[src/rtl/ztj_pkg.sv]
// Shared definitions for the tick generator: FSM state encoding and a
// counter-width helper used by the top and the key debouncer.
package ztj_pkg;

    // One-hot state encoding; any other value is treated as illegal.
    typedef enum logic [2:0] {
        TG_IDLE  = 3'b001,
        TG_RUN   = 3'b010,
        TG_PAUSE = 3'b100
    } tg_state_e;

    // Width needed to hold 0..n-1, never less than one bit.
    function automatic int tg_width(input int n);
        return (n <= 2) ? 1 : $clog2(n);
    endfunction

endpackage

[src/rtl/key_debounce.sv]
// Push-button front end: two-flop synchroniser, stability counter and
// falling-edge detect. Produces a one-cycle pulse per accepted press.
module key_debounce
    import ztj_pkg::*;
#(
    parameter int DEB_CNT = 1_000_000
)(
    input  logic clk,
    input  logic rst_n,
    input  logic key_in,
    output logic key_press
);

    localparam int               DEB_W    = tg_width(DEB_CNT);
    localparam logic [DEB_W-1:0] DEB_LAST = DEB_W'(DEB_CNT - 1);

    logic             sync1_q;
    logic             sync2_q;
    logic             key_stable_q;
    logic             key_stable_d;
    logic             key_stable_dly_q;
    logic [DEB_W-1:0] cnt_q;
    logic [DEB_W-1:0] cnt_d;

    // Accept a new key level only after it has differed from the stable
    // level for DEB_CNT consecutive cycles; any bounce back restarts the count.
    always_comb begin
        // NOTE: every output of a combinational block gets a default first,
        // otherwise paths that skip an assignment infer a latch.
        key_stable_d = key_stable_q;
        cnt_d        = '0;
        if (sync2_q != key_stable_q) begin
            if (cnt_q == DEB_LAST) begin
                key_stable_d = sync2_q;
            end else begin
                cnt_d = cnt_q + DEB_W'(1);
            end
        end
    end

    // Synchroniser, debounce state and edge-detect history; idle level is released (1).
    always_ff @(posedge clk or negedge rst_n) begin
        if (!rst_n) begin
            sync1_q          <= 1'b1;
            sync2_q          <= 1'b1;
            key_stable_q     <= 1'b1;
            key_stable_dly_q <= 1'b1;
            cnt_q            <= '0;
        end else begin
            // NOTE: non-blocking assignments make every flop sample the
            // pre-edge values, so the sync chain shifts by exactly one stage.
            sync1_q          <= key_in;
            sync2_q          <= sync1_q;
            key_stable_q     <= key_stable_d;
            key_stable_dly_q <= key_stable_q;
            cnt_q            <= cnt_d;
        end
    end

    // Press is the accepted high-to-low transition; release yields nothing.
    assign key_press = key_stable_dly_q & ~key_stable_q;

endmodule

[src/rtl/ztj_tick_gen.sv]
// Enable generator for the light sequencer: a one-cycle en pulse every DIV
// clocks while running; the push-button toggles start/pause/resume.
module ztj_tick_gen
    import ztj_pkg::*;
#(
    parameter int DIV     = 50_000_000,
    parameter int DEB_CNT = 1_000_000
)(
    input  logic clk,
    input  logic rst_n,
    input  logic key_in,
    input  logic clr,
    output logic en,
    output logic running,
    output logic paused
);

    localparam int               DIV_W    = tg_width(DIV);
    localparam logic [DIV_W-1:0] DIV_LAST = DIV_W'(DIV - 1);

    logic             key_press;
    tg_state_e        state_q;
    tg_state_e        state_d;
    logic [DIV_W-1:0] presc_q;
    logic [DIV_W-1:0] presc_d;
    logic             en_q;
    logic             en_d;

    key_debounce #(
        .DEB_CNT (DEB_CNT)
    ) u_key_debounce (
        .clk       (clk),
        .rst_n     (rst_n),
        .key_in    (key_in),
        .key_press (key_press)
    );

    // Next state, prescaler and tick; clr wins over a simultaneous press and
    // suppresses a tick that would otherwise fall on the same cycle.
    always_comb begin
        state_d = state_q;
        presc_d = presc_q;
        en_d    = 1'b0;
        if (clr) begin
            state_d = TG_IDLE;
            presc_d = '0;
        end else begin
            case (state_q)
                TG_IDLE: begin
                    presc_d = '0;
                    if (key_press) state_d = TG_RUN;
                end
                TG_RUN: begin
                    // A press on the wrap cycle still issues its tick, then pauses at 0.
                    if (presc_q == DIV_LAST) begin
                        en_d    = 1'b1;
                        presc_d = '0;
                    end else begin
                        presc_d = presc_q + DIV_W'(1);
                    end
                    if (key_press) state_d = TG_PAUSE;
                end
                TG_PAUSE: begin
                    // Prescaler holds so a resume completes the interrupted period.
                    if (key_press) state_d = TG_RUN;
                end
                default: begin
                    state_d = TG_IDLE;
                    presc_d = '0;
                end
            endcase
        end
    end

    // State, prescaler and registered tick output.
    always_ff @(posedge clk or negedge rst_n) begin
        if (!rst_n) begin
            state_q <= TG_IDLE;
            presc_q <= '0;
            en_q    <= 1'b0;
        end else begin
            state_q <= state_d;
            presc_q <= presc_d;
            en_q    <= en_d;
        end
    end

    assign en      = en_q;
    assign running = (state_q == TG_RUN);
    assign paused  = (state_q == TG_PAUSE);

endmodule
[config.mk]
export PLATFORM = sky130hd
export DESIGN_NAME = ztj_tick_gen
export DESIGN_NICKNAME = d
export VERILOG_FILES = /design/src/rtl/ztj_pkg.sv /design/src/rtl/key_debounce.sv /design/src/rtl/ztj_tick_gen.sv
export SDC_FILE = /design/constraint.sdc
export NUM_CORES = 1
export LEC_CHECK = 0
export ABC_AREA = 1
export BUFFER_PORTS_ARGS = -buffer_cell sky130_fd_sc_hd__buf_2
export CORE_MARGIN = 10
export CORE_UTILIZATION = 62
export CTS_CLUSTER_SIZE = 16
export DETAILED_ROUTE_END_ITERATION = 16
export GPL_ROUTABILITY_DRIVEN = 0
export PLACE_DENSITY = 0.89
export SYNTH_ARGS = -nofsm -noshare
export SYNTH_HDL_FRONTEND = slang
export SYNTH_HIERARCHICAL = 1
export SYNTH_SLANG_ARGS = --single-unit
[constraint.sdc]
create_clock -name clk -period 2.03 [get_ports clk]
set_clock_uncertainty 0.05 [all_clocks]
set_input_delay 0.203 -clock clk [delete_from_list [all_inputs] [get_ports clk]]
set_output_delay 0.203 -clock clk [all_outputs]
set_load 0.1 [all_outputs]
==> tab_implementation.tex <==
\begin{tabular}{lr}
\hline
Metric & Value \\
\hline
\multicolumn{2}{l}{\textbf{Floorplanning}} \\
Die Width & a little over 90 um \\
Area enclosed by the die boundary & between 0.008 and 0.009 mm\^{}2 \\
Floorplan row count & 26 \\
Die Ht & 91.9 um \\
Effective utilization at floorplan & 0.635 \\
Area of the core & slightly above 0.005 mm\^{}2 \\
Number of top-level design ports & 7 \\
\multicolumn{2}{l}{\textbf{Logic synthesis}} \\
Synthesized netlist cell count & about 430 \\
Number of warnings issued by yosys & 6 \\
Share of Yosys cell area claimed by the top area cell type & 0.383 \\
Synth Area in Compound Gates & 0.0328 \\
Simple logic cell fraction of the synthesized area & 0.409 \\
Main area contributors after synthesis & sky130\_fd\_sc\_hd\_\_dfrtp\_1 38\%, sky130\_fd\_sc\_hd\_\_nand2\_1 13\%, sky130\_fd\_sc\_hd\_\_nor2\_1 10\% \\
Dominant combinational cell family by area after synthesis & simple AND/OR/NAND/NOR gates \\
XOR/XNOR share of the synthesized area & 0.0653 \\
Cell Area, Synth & 0.00320 mm\^{}2 \\
Distinct cells, synth & 33 \\
Proportion of synthesized chip area in sequential cells & 0.424 \\
Adder-cell share of the synthesized area & 0.00782 \\
Number of storage elements in the synthesis netlist & 54 \\
Average cell area after synthesis & about 7.5 um\^{}2 \\
Syn Nets & $\sim$440 \\
Multiplexer area fraction after synthesis & 0 \\
Post-synth top area cell & sky130\_fd\_sc\_hd\_\_dfrtp\_1 \\
\multicolumn{2}{l}{\textbf{Cells and area}} \\
Share of final-layout standard cells stronger than drive strength 1 & 0.144 \\
Area of all placed cells without fillers & between 0.003 and 0.004 mm\^{}2 \\
Relative area change from synthesis to final layout & 7.94\% \\
Number of antenna cells inserted & 0 \\
Utilization of the core after routing & 0.685 \\
Leading cell type in the layout, fill and taps excluded & sky130\_fd\_sc\_hd\_\_nand2\_1 \\
Commonest cells after routing, fill and taps aside & 108 x sky130\_fd\_sc\_hd\_\_nand2\_1, 87 x sky130\_fd\_sc\_hd\_\_nor2\_1, 49 x sky130\_fd\_sc\_hd\_\_dfrtp\_1, 44 x sky130\_fd\_sc\_hd\_\_inv\_1, 27 x sky130\_fd\_sc\_hd\_\_nand3\_1 \\
Net count reported at finish & 450 \\
Number of fill cells & 400 \\
\multicolumn{2}{l}{\textbf{STA}} \\
Final setup fails & 0 \\
Hold violation count in the final report & 0 \\
Post-layout min period & 1.86 ns \\
Max-slew violations & 0 \\
Normalized max-slew margin & 0.548 \\
RSZ-0062 raised after global routing & false \\
Setup total negative slack & 0 ns \\
Period utilization & 0.916 \\
Max Freq & about 540 MHz \\
Transition time of the tightest slew-check pin & just under 0.7 ns \\
\multicolumn{2}{l}{\textbf{Run status}} \\
Outcome & complete, no violations \\
\multicolumn{2}{l}{\textbf{Routing}} \\
Detailed-route wire length on metal 1 & about 2900 um \\
Highest Signal Layer & met4 \\
Vias per inst & 5.47 \\
Routed length on met3 & $\sim$380 um \\
Total vias in the final route & 2816 \\
Antenna Nets Post-Route & 0 \\
Residual DRC count & 0 \\
Total Wirelength & $\sim$7000 um \\
Wire per inst & roughly 14 um \\
Routed wl met2 & between 3000 and 4000 um \\
Count of TritonRoute iterations in the first routing pass & 5 \\
Number of DRC markers in iteration 0 & around 190 \\
\multicolumn{2}{l}{\textbf{Global routing}} \\
Via count of the first global-routing pass & $\sim$2800 \\
Global-route wire length before repair & 12300 um \\
Overall routing resource usage & 0.172 \\
Maximum number of pins on one net before global-route repair & 55 \\
Number of antenna violations at the first check in global routing & 0 \\
Total global routing overflow & 0 \\
\multicolumn{2}{l}{\textbf{Clock tree}} \\
Post-CTS clock slew at the launch and capture registers of the worst setup and hold paths & roughly 0.10 ns \\
Clock buffer count from CTS & 5 \\
Maximum root-to-sink buffer count & 2 \\
Clock Sink Count & 54 \\
Clk Latency, worst-skew pair & approximately 0.31 ns \\
Depth of the CTS H-tree & 2 \\
Buffer cell driving the clock tree root & sky130\_fd\_sc\_hd\_\_clkbuf\_8 \\
Clock tree from TritonCTS & yes \\
\multicolumn{2}{l}{\textbf{Min path}} \\
Hold/Removal Path Class & input pin to flop \\
Hold path depth & 4 \\
\multicolumn{2}{l}{\textbf{Worst setup path}} \\
Worst Setup End Kind & flop \\
Logic depth of the worst register-to-register path & 9 \\
Crit path kind & flop to flop \\
Sort of element at the start of the critical path & flop \\
Worst endpoint data arrival time & 2.01 ns \\
Worst EP required & 2.18 ns \\
CP Max Fanout & 19 \\
\multicolumn{2}{l}{\textbf{Power}} \\
Pwr per Cell Area & 542 mW/mm\^{}2 \\
Leakage & 0.00143 uW \\
Worst vdd rail ir drop & 0.332 mV \\
\multicolumn{2}{l}{\textbf{Placed design}} \\
HPWL after DPL & roughly 5100 um \\
Port Buf Inserts & 6 \\
Post-detailed-placement cell area & approximately 0.0033 mm\^{}2 \\
\multicolumn{2}{l}{\textbf{Job}} \\
Max-cap violation count & 0 \\
\hline
\end{tabular}
[flip-flops by register name, summed over array words and instances, names as in the netlist]
| name | cells |
|---|---|
| presc_q | 26 |
| u_key_debounce/cnt_q | 20 |
| state_q | 3 |
| en | 1 |
| u_key_debounce/key_stable_dly_q | 1 |
| u_key_debounce/key_stable_q | 1 |
| u_key_debounce/sync1_q | 1 |
| u_key_debounce/sync2_q | 1 |
[repair_timing]
item | 4_1_cts | 5_1_grt
buffers inserted | 0 | 0
hold buffers | 2 | 0
gates resized for setup | 0 | 0
hold endpoints to repair | 50 | 0
[layer usage]
metal / global-route usage / vias to the layer above
met2: 0.307 / 107
met1: 0.203 / 1311
met3: 0.0334 / 27
met4: 0.0527 / 0
li1: - / 1371
met5: 0 / -
[stage by stage]
stage	total power (uW)	hold WS, ns	std cells	worst slack (ns)
after CTS	1900	0.164	515	0.211
after global routing	1940	0.201	515	0.0495
final	1870	0.175	515	0.171
after detailed placement	1160	0.260	505	0.230
after global placement	1160	0.259	505	0.322
after floorplan	1130	-0.143	429	0.392
[path summary, 6_finish.rpt]
path / from / to / slack (ns)
max: presc_q[0] / presc_q[20] / 0.17
max in group asynchronous: rst_n / presc_q[23] / 0.99
max reg2reg: presc_q[0] / presc_q[20] / 0.17
min in group asynchronous: rst_n / u_key_debounce/cnt_q[18] / 0.49
min: clr / state_q[2] / 0.18
min reg2reg: u_key_debounce/sync1_q / u_key_debounce/sync2_q / 0.31
[cells in the mapped netlist]
library cell	n
sky130_fd_sc_hd__dfstp_2	5
sky130_fd_sc_hd__clkinv_1	1
sky130_fd_sc_hd__ha_1	2
sky130_fd_sc_hd__buf_6	1
sky130_fd_sc_hd__a21oi_4	1
sky130_fd_sc_hd__o21bai_1	2
sky130_fd_sc_hd__nor2_1	87
sky130_fd_sc_hd__o31ai_1	1
sky130_fd_sc_hd__nor4_1	2
sky130_fd_sc_hd__o21ai_1	3
sky130_fd_sc_hd__nand3b_1	4
sky130_fd_sc_hd__a21oi_1	2
sky130_fd_sc_hd__o21ai_0	7
sky130_fd_sc_hd__nand2_1	108
sky130_fd_sc_hd__nor3_1	6
sky130_fd_sc_hd__nand4_1	11
sky130_fd_sc_hd__or2_2	1
sky130_fd_sc_hd__inv_2	2
sky130_fd_sc_hd__nand2_2	9
sky130_fd_sc_hd__nor3_4	1
sky130_fd_sc_hd__o22ai_1	1
sky130_fd_sc_hd__nor2_4	4
sky130_fd_sc_hd__buf_2	1
sky130_fd_sc_hd__xor2_1	17
sky130_fd_sc_hd__nand3_2	5
sky130_fd_sc_hd__nor3b_2	2
sky130_fd_sc_hd__xor2_2	1
sky130_fd_sc_hd__dfrtp_1	49
sky130_fd_sc_hd__xnor2_1	5
sky130_fd_sc_hd__nand3_1	27
sky130_fd_sc_hd__clkbuf_1	1
sky130_fd_sc_hd__inv_1	44
sky130_fd_sc_hd__nor2_2	16
[critical path: stages, from the launching register on]
cell and delay (ns):
sky130_fd_sc_hd__dfrtp_1 0.41, sky130_fd_sc_hd__ha_1 0.21, sky130_fd_sc_hd__nand3_2 0.11, sky130_fd_sc_hd__nor2_2 0.12
sky130_fd_sc_hd__nand2_1 0.09, sky130_fd_sc_hd__nor2_1 0.14, sky130_fd_sc_hd__nand3_2 0.13, sky130_fd_sc_hd__a21oi_4 0.14
sky130_fd_sc_hd__buf_4 0.26, sky130_fd_sc_hd__nor2_1 0.08
[cell type report]
| cell class | count | area, um^2 | share of cell area |
|---|---|---|---|
| multi-input combinational | 325 | 1650 | 0.477 |
| sequential | 54 | 1360 | 0.393 |
| inverter | 47 | 176 | 0.0511 |
| tap | 70 | 87.6 | 0.0254 |
| timing repair buffer | 11 | 72.6 | 0.0210 |
| clock buffer | 5 | 68.8 | 0.0199 |
| clock inverter | 3 | 45.0 | 0.0130 |
[power breakdown]
group | switching (uW) | leakage, uW | internal (uW) | total [uW]
Combinational | 38.9 | 0.000640 | 13.3 | 52.2
Clock | 366 | 0.0000504 | 367 | 733
Sequential | 5.36 | 0.000735 | 1080 | 1090
[cell families (layout without fill, tap and decap cells)]
kind of cell / Yosys count / after routing
simple gates: 283 / 283
flops: 54 / 54
buf+inv: 50 / 66
xor+xnor: 23 / 23
compound gates: 17 / 17
fa+ha+maj: 2 / 2
(Power assumes the default switching activity.)
